**src/rtl/im_program_loader.sv**
```systemverilog
// Purpose: turns a framed host byte stream (len, words, xor checksum) into IM writes; holds the core in reset until the frame verifies.
// Latency: a word is written (im_we) the cycle after its low byte; core_hold drops the cycle after the checksum byte.
// Backpressure: in_ready is high in every byte-accepting state, so the loader takes 1 byte/cycle and never stalls the host mid-frame.
module im_program_loader #(
    parameter int ADDR_W    = 10,
    parameter int DATA_W    = 16,
    parameter int MAX_WORDS = 1024
) (
    input  logic              clk,
    input  logic              rst,
    input  logic              start,
    input  logic [7:0]        in_data,
    input  logic              in_valid,
    output logic              in_ready,
    output logic [ADDR_W-1:0] im_addr,
    output logic [DATA_W-1:0] im_wdata,
    output logic              im_we,
    output logic              core_hold,
    output logic              busy,
    output logic              done,
    output logic              error,
    output logic [10:0]       words_loaded
);

    localparam logic [2:0] S_IDLE   = 3'd0;
    localparam logic [2:0] S_LEN_HI = 3'd1;
    localparam logic [2:0] S_LEN_LO = 3'd2;
    localparam logic [2:0] S_W_HI   = 3'd3;
    localparam logic [2:0] S_W_LO   = 3'd4;
    localparam logic [2:0] S_CHK    = 3'd5;
    localparam logic [2:0] S_DONE   = 3'd6;
    localparam logic [2:0] S_ERROR  = 3'd7;

    localparam logic [15:0] MAX_LEN = 16'(MAX_WORDS);

    logic [2:0]      state;
    logic [15:0]     len_q;      // frame length N, valid once LEN_LO is taken
    logic [7:0]      hi_q;       // pending high byte (length or word)
    logic [7:0]      chk_q;      // running XOR of every byte in the frame so far
    logic [ADDR_W:0] idx_q;      // index of the next word to be written

    logic        xfer;
    logic        can_start;
    logic [15:0] len_n;
    logic        len_bad;
    logic        last_word;
    logic        chk_ok;

    // Handshake and decode of the current byte against the running frame state.
    always_comb begin
        in_ready = 1'b0;
        busy     = 1'b0;
        case (state)
            S_LEN_HI, S_LEN_LO, S_W_HI, S_W_LO, S_CHK: begin
                in_ready = 1'b1;
                busy     = 1'b1;
            end
            default: begin
                in_ready = 1'b0;
                busy     = 1'b0;
            end
        endcase
    end

    assign xfer      = in_valid & in_ready;
    // start is only honoured when no frame is in flight.
    assign can_start = start & ~busy;
    assign len_n     = {hi_q, in_data};
    assign len_bad   = (len_n == 16'd0) || (len_n > MAX_LEN);
    assign last_word = (16'(idx_q) == (len_q - 16'd1));
    // The checksum byte must equal the XOR of everything before it.
    assign chk_ok    = (in_data == chk_q);

    // Frame sequencer: every byte-state arrow waits for a transfer, no timeout.
    always_ff @(posedge clk or negedge rst) begin
        if (!rst) begin
            state <= S_IDLE;
        end else begin
            case (state)
                S_IDLE, S_DONE, S_ERROR: if (start) state <= S_LEN_HI;
                S_LEN_HI: if (xfer) state <= S_LEN_LO;
                S_LEN_LO: if (xfer) state <= len_bad ? S_ERROR : S_W_HI;
                S_W_HI:   if (xfer) state <= S_W_LO;
                S_W_LO:   if (xfer) state <= last_word ? S_CHK : S_W_HI;
                S_CHK:    if (xfer) state <= chk_ok ? S_DONE : S_ERROR;
                default:  state <= S_IDLE;
            endcase
        end
    end

    // Frame bookkeeping: length capture, high-byte staging, checksum and word index.
    always_ff @(posedge clk or negedge rst) begin
        if (!rst) begin
            len_q <= '0;
            hi_q  <= '0;
            chk_q <= '0;
            idx_q <= '0;
        end else if (can_start) begin
            len_q <= '0;
            chk_q <= '0;
            idx_q <= '0;
        end else if (xfer) begin
            chk_q <= chk_q ^ in_data;
            if (state == S_LEN_HI || state == S_W_HI)
                hi_q <= in_data;
            if (state == S_LEN_LO)
                len_q <= len_n;
            if (state == S_W_LO)
                idx_q <= idx_q + 1'b1;
        end
    end

    // IM write port: one-cycle strobe after each completed word; the length
    // check guarantees the index never exceeds the memory, so no wrap logic.
    always_ff @(posedge clk or negedge rst) begin
        if (!rst) begin
            im_we        <= 1'b0;
            im_addr      <= '0;
            im_wdata     <= '0;
            words_loaded <= '0;
        end else begin
            im_we <= 1'b0;
            if (can_start) begin
                words_loaded <= '0;
            end else if (xfer && state == S_W_LO) begin
                im_we    <= 1'b1;
                im_addr  <= idx_q[ADDR_W-1:0];
                im_wdata <= DATA_W'({hi_q, in_data});
                // Counter moves with the strobe so it reads N on the last write.
                if (16'(words_loaded) < len_q)
                    words_loaded <= words_loaded + 11'd1;
            end
        end
    end

    // Sticky result flags and core reset control.
    always_ff @(posedge clk or negedge rst) begin
        if (!rst) begin
            done      <= 1'b0;
            error     <= 1'b0;
            core_hold <= 1'b1;
        end else if (can_start) begin
            done      <= 1'b0;
            error     <= 1'b0;
            core_hold <= 1'b1;
        end else if (xfer) begin
            if (state == S_LEN_LO && len_bad)
                error <= 1'b1;
            if (state == S_CHK) begin
                if (chk_ok) begin
                    done      <= 1'b1;
                    core_hold <= 1'b0;
                end else begin
                    error <= 1'b1;
                end
            end
        end
    end

endmodule

```
**config.mk**
```make
export PLATFORM = sky130hd
export DESIGN_NAME = im_program_loader
export DESIGN_NICKNAME = d
export VERILOG_FILES = /design/src/rtl/im_program_loader.sv
export SDC_FILE = /design/constraint.sdc
export NUM_CORES = 1
export LEC_CHECK = 0
export BUFFER_PORTS_ARGS = -buffer_cell sky130_fd_sc_hd__buf_2
export CELL_PAD_IN_SITES_DETAIL_PLACEMENT = 1
export CELL_PAD_IN_SITES_GLOBAL_PLACEMENT = 1
export CORE_MARGIN = 2
export CORE_UTILIZATION = 48
export DETAILED_ROUTE_END_ITERATION = 16
export PLACE_DENSITY_LB_ADDON = 0.25
export RECOVER_POWER = 100
export SLEW_MARGIN = 20
export SYNTH_ARGS = -nofsm -noshare
export SYNTH_HDL_FRONTEND = slang
export SYNTH_SLANG_ARGS = --single-unit
export TNS_END_PERCENT = 5
```
**constraint.sdc**
```tcl
create_clock -name clk -period 5.25 [get_ports clk]
set_input_delay 1.3125 -clock clk [delete_from_list [all_inputs] [get_ports clk]]
set_output_delay 1.3125 -clock clk [all_outputs]
set_load 0.03 [all_outputs]
```
Word level (Yosys, flattened, before mapping)
Index checks and enable logic that the tools add are counted.
{"block": "op_classes", "n_div": 0, "n_mux": 37, "shifts": 0, "addsub": 3, "eq_ne": 15, "reduce_logical": 22, "n_bitwise": 5, "magnitude_cmp": 2, "n_mul": 0}
{"operator": "two-way mux 11 bit", "n": 6}
{"operator": "two-way mux 16 bit", "n": 3}
{"operator": "two-way mux 3 bit", "n": 8}
{"operator": "adder 11 x 1 -> 11 bit (second input constant)", "n": 2}
{"operator": "one-hot mux 3 bit (6 select lines)", "n": 1}
{"operator": "two-way mux 1 bit", "n": 17}
{"operator": "== test 11 x 16 -> 1 bit", "n": 1}
{"operator": "greater-than comparator 16 x 11 -> 1 bit (second input constant)", "n": 1}
{"operator": "zero test 16 bit", "n": 1}
{"operator": "less-than comparator 11 x 16 -> 1 bit", "n": 1}
{"operator": "two-way mux 8 bit", "n": 2}
{"operator": "subtractor 16 x 1 -> 16 bit (second input constant)", "n": 1}
{"operator": "nonzero test 2 bit", "n": 7}
{"operator": "== test 3 bit (second input constant)", "n": 4}
{"operator": "!= test 2 bit (second input constant)", "n": 6}
{"operator": "== test 8 bit", "n": 1}
{"operator": "AND reduction 2 bit", "n": 4}
{"operator": "bitwise XOR 8 bit", "n": 1}
{"operator": "== test 3 x 2 -> 1 bit (second input constant)", "n": 2}
{"operator": "AND reduction 3 bit", "n": 2}
{"operator": "AND reduction 6 bit", "n": 1}
{"operator": "OR reduction 5 bit", "n": 1}
{"operator": "== test 3 x 1 -> 1 bit (second input constant)", "n": 1}
{"operator": "zero test 3 bit", "n": 1}
{"operator": "other kinds (5)", "n": 9}
{"block": "totals", "input_bits": 12, "elab_cells": 96, "memories": 0, "latch_bits": 0, "regBits": 87, "output_inout_bits": 43, "ram_bits": 0, "mem_bits_ro": 0}

Longest topological paths before layout
{"block": "logic_depth", "depth_word": 8, "mapped_depth": 9, "depth_no_buf": 8}

Worst setup path before layout
Ideal clock, no wire load.
{"block": "synth_timing", "path_type": "input-to-reg", "from": "input in_valid", "to": "register im_addr[2]", "t_arrival_ns": 2.542, "path_slack_ns": 2.642, "path_stages": 7, "required_time_ns": 5.184, "n_path_buf": 2, "setup_time_ns": 0.066, "cell_sequence": "nor2b_1 nand3b_1 inv_2 clkbuf_1 clkbuf_1 nand2_1 nand2_1"}
{"block": "synth_between", "elab_chain_len": 3}
{"element": "start, declared", "line": "13", "rtl": "input logic in_valid,"}
{"element": "bitwise AND 1 bit", "line": "65", "rtl": "assign xfer = in_valid & in_ready;"}
{"element": "logical AND 1 bit", "line": "125", "rtl": "end else if (xfer && state == S_W_LO) begin"}
{"element": "AND reduction 2 bit (no source line)"}
{"element": "end signal, assigned", "line": "127", "rtl": "im_addr <= idx_q[ADDR_W-1:0];"}
{"element": "end, declared", "line": "15", "rtl": "output logic [ADDR_W-1:0] im_addr,"}
No other way between the ends.
A chain may end at the register's enable or synchronous reset.

Final worst setup path
{"block": "layout_timing", "from": "input in_valid", "to": "register words_loaded[9]"}
{"block": "layout_between", "elab_chain_len": 4}
{"element": "bitwise AND 1 bit", "line": "65"}
{"element": "logical AND 1 bit", "line": "125"}
{"element": "nonzero test 2 bit (no source line)"}
{"element": "AND reduction 2 bit (no source line)"}
{"element": "end signal, assigned", "line": "131", "rtl": "words_loaded <= words_loaded + 11'd1;"}
{"element": "end, declared", "line": "22", "rtl": "output logic [10:0] words_loaded"}
No other way between the ends.

==> flow_summary.json <==
{
  "slew_headroom_pct": -56.9,
  "core-area_um2": 9240,
  "holdPathStages": 2,
  "antenna_found_initial": 0,
  "tritoncts": "yes",
  "cellLeakagePower_nw": 2.36,
  "ir_worst_vdd_uv": 273,
  "rr_worst_depth": 8,
  "cp-end-kind": "register",
  "postCtsHoldBufs": 0,
  "io_pins": 55,
  "overflow": 0,
  "wl_mm": 12.3,
  "worstPathArrival_ns": 4.00,
  "slew_viol_final": 42,
  "seqCellArea_um2": 2180,
  "post-cts-setup-buffers": 0,
  "cpPeakStageDelay_ns": 0.65,
  "r2r_end": "words_loaded[9]$_DFFE_PN0P_",
  "path_class": "in -> reg",
  "place_ws_ns": 1.85,
  "first_global_vias": 4122,
  "start_kind": "input port",
  "internal-power_mw": 1.54,
  "firstDrtPassIters": 4,
  "path_clk_slew_ns": 0.09,
  "synth.distinct_cells": 55,
  "whs_endpoint": "im_wdata[15]$_DFFE_PN0P_",
  "hold_viol": 0,
  "synthCells": 511,
  "slowest_stage": "inv_1",
  "pwr-share-seq_pct": 39.2,
  "grt_max_degree": 48,
  "vias": 3863,
  "final_cell_mix": "nand2_1 (139), dfrtp_1 (86), clkbuf_1 (47)",
  "finalSetupViolCount": 0,
  "synthesis.area_um2": 4590,
  "grt_pass1_wl_mm": 20.5,
  "yosys_warnings": 0,
  "async_flop_share_pct": 100,
  "synth_flop_cell": "dfrtp_1",
  "route.detailed.drc": 0,
  "die_h_um": 102,
  "failed_checks": "max-capacitance violations, max-slew violations",
  "routed_via_density": 5.58,
  "h-tree-depth": 3,
  "avgSynthCellArea_um2": 8.98,
  "avgRoutedWirePerCell_um": 17.7,
  "crit_path_frequent_cell": "clkbuf_1",
  "io_buffer_count": 54,
  "swShare_pct": 44.7,
  "insertion_delay_ns": 0.36,
  "fin_hold_ws_ns": 0.482,
  "clk_path_buf_depth": 2,
  "synth_area_leader_cell": "dfrtp_1",
  "synth_top_cell_area_share_pct": 46.9,
  "synth_edf_count": 0,
  "fmax_ghz": 0.267,
  "r2r_slack_ns": 2.12,
  "synth.area.top_cells": "dfrtp_1 (47%), nand2_1 (11%), xnor2_1 (3.6%), ha_1 (3.5%), a21oi_1 (3.1%)",
  "drt_iter0_markers": 170,
  "finalSetupTns_ns": 0,
  "grt_usage_pct": 25.4,
  "layout_commonest_cell": "nand2_1",
  "syn_to_final_growth_pct": 11.6,
  "gp_congestion": 0.890,
  "setup_slack_ns": 1.51,
  "die_w_um": 102,
  "p_comb_share_pct": 41.9,
  "rsz0062_at_grt": "false",
  "finalPower_mw": 2.79,
  "path_buf_inv": 4,
  "ant_nets": 0,
  "cts.repair.resized": 0,
  "drive_above_1_share_pct": 7.64,
  "cp_max_fo": 36,
  "seq_area_frac_synth_pct": 47.5,
  "min_period_over_period_pct": 71.3,
  "hp-class": "reg -> reg",
  "ys_seq_elements": 87,
  "hpwl_mm": 8.39,
  "powerDensity_nw_per_um2": 544,
  "critPathTopFamily": "buffers and inverters",
  "cap_violations": 1,
  "clock-root-buffer": "clkbuf_8",
  "n_fill_cell": 1119,
  "worst_ep_required_time_ns": 5.51,
  "die_area_um2": 10400,
  "initial_core_util_pct": 49.7,
  "cts_made_buffers": 9,
  "hp-start": "im_wdata[15]$_DFFE_PN0P_",
  "clock_skew_ns": 0.0107,
  "crit_chain": "clkbuf_1, nor2b_1, nand3b_1, buf_4, inv_1, clkbuf_1, and3_1, nand4_1, mux2i_1",
  "diodes": 0,
  "tightest_slew_ns": 2.35,
  "period_minus_slack_ns": 3.74,
  "numClockSinks": 87,
  "finalNetCount": 584,
  "p_clk_share_pct": 18.9,
  "status": "complete, but fails checks",
  "power_switching_mw": 1.25,
  "rows": 35,
  "multi_input_area_um2": 2240,
  "syn-num-nets": 536,
  "r2r_start": "state[1]$_DFFE_PN0P_"
}
through the flow:
| step | std cells | util, % | cell area [um2] |
|---|---|---|---|
| global placement | 677 | 53.8 | 4970 |
| floorplan | 511 | - | 4590 |
| finish | 692 | 55.4 | 5120 |
| global route | 692 | 55.4 | 5120 |
| detailed placement | 677 | 53.8 | 4970 |
| CTS | 692 | 56.2 | 5190 |
kinds of logic (layout without fill, tap and decap cells):
group	count (synthesis)	after routing	synth area share [%]
adder cells (fa/ha/maj)	13	13	3.54
buffers and inverters	42	94	3.68
XOR/XNOR	29	29	5.53
AO/OA/AOI/OAI	84	84	11.5
multiplexers	15	15	3.52
flip-flops	87	87	47.5
AND/OR/NAND/NOR	241	241	24.8
sequential cells by signal, indices dropped and copies added (netlist names):
register	count
state	3
done	1
words_loaded	11
idx_q	11
im_addr	10
error	1
im_we	1
core_hold	1
im_wdata	16
len_q	16
hi_q	8
chk_q	8
area by class of cell:
cell class              instances  share of cell area, %
multi-input cells             382                   43.7
flip-flops and latches         87                   42.5
repair buffers                 60                   4.96
well taps                     129                   3.15
clock buffers                   9                   2.42
clock inverters                 6                   1.83
inverters                      19                   1.39
worst max path at each step:
stage / from / to / slack, ns / depth (start not counted)
finish: in_valid / words_loaded[9]$_DFFE_PN0P_ / 1.51 / 9
global placement: in_valid / words_loaded[9]$_DFFE_PN0P_ / 2.00 / 9
detailed placement: in_valid / idx_q[5]$_DFFE_PN0P_ / 1.85 / 8
floorplan: in_valid / im_addr[2]$_DFFE_PN0P_ / 2.64 / 7
CTS: in_valid / idx_q[9]$_DFFE_PN0P_ / 2.17 / 9
global route: in_valid / words_loaded[9]$_DFFE_PN0P_ / 1.15 / 9
synth_stat cells (5+ instances only):
master,count
o21ai_0,15
nor2_1,16
nor4_1,5
ha_1,13
xnor2_1,19
dfrtp_1,86
and3_1,9
mux2i_1,6
nand2b_1,16
inv_1,18
nand3_1,15
o31ai_1,5
clkbuf_1,19
nand4_1,11
xor2_1,10
nand2_1,139
a21oi_1,28
mux2_2,9
o21ai_1,9
layer usage:
metal	vias to the layer above	part of all wire (%)	track usage, %
li1	1843	-	-
met1	1927	45	32.3
met2	73	50	43.7
met3	20	3.5	3.80
met4	0	1.5	9.88
met5	-	0	0
power groups by stage:
stage	combinational, mW	clock, mW	sequential (mW)
floorplan	0.759	0	1.17
global placement	1.13	0	1.08
detailed placement	1.19	0	1.10
CTS	1.21	0.539	1.09
global route	1.29	0.558	1.12
finish	1.17	0.527	1.09
worst min-delay path: stages (launching register included):
cell and delay (ns):
dfrtp_1 0.35, nand2_1 0.05, nand2_1 0.06
Note: power is estimated with default switching activity, not from simulation.
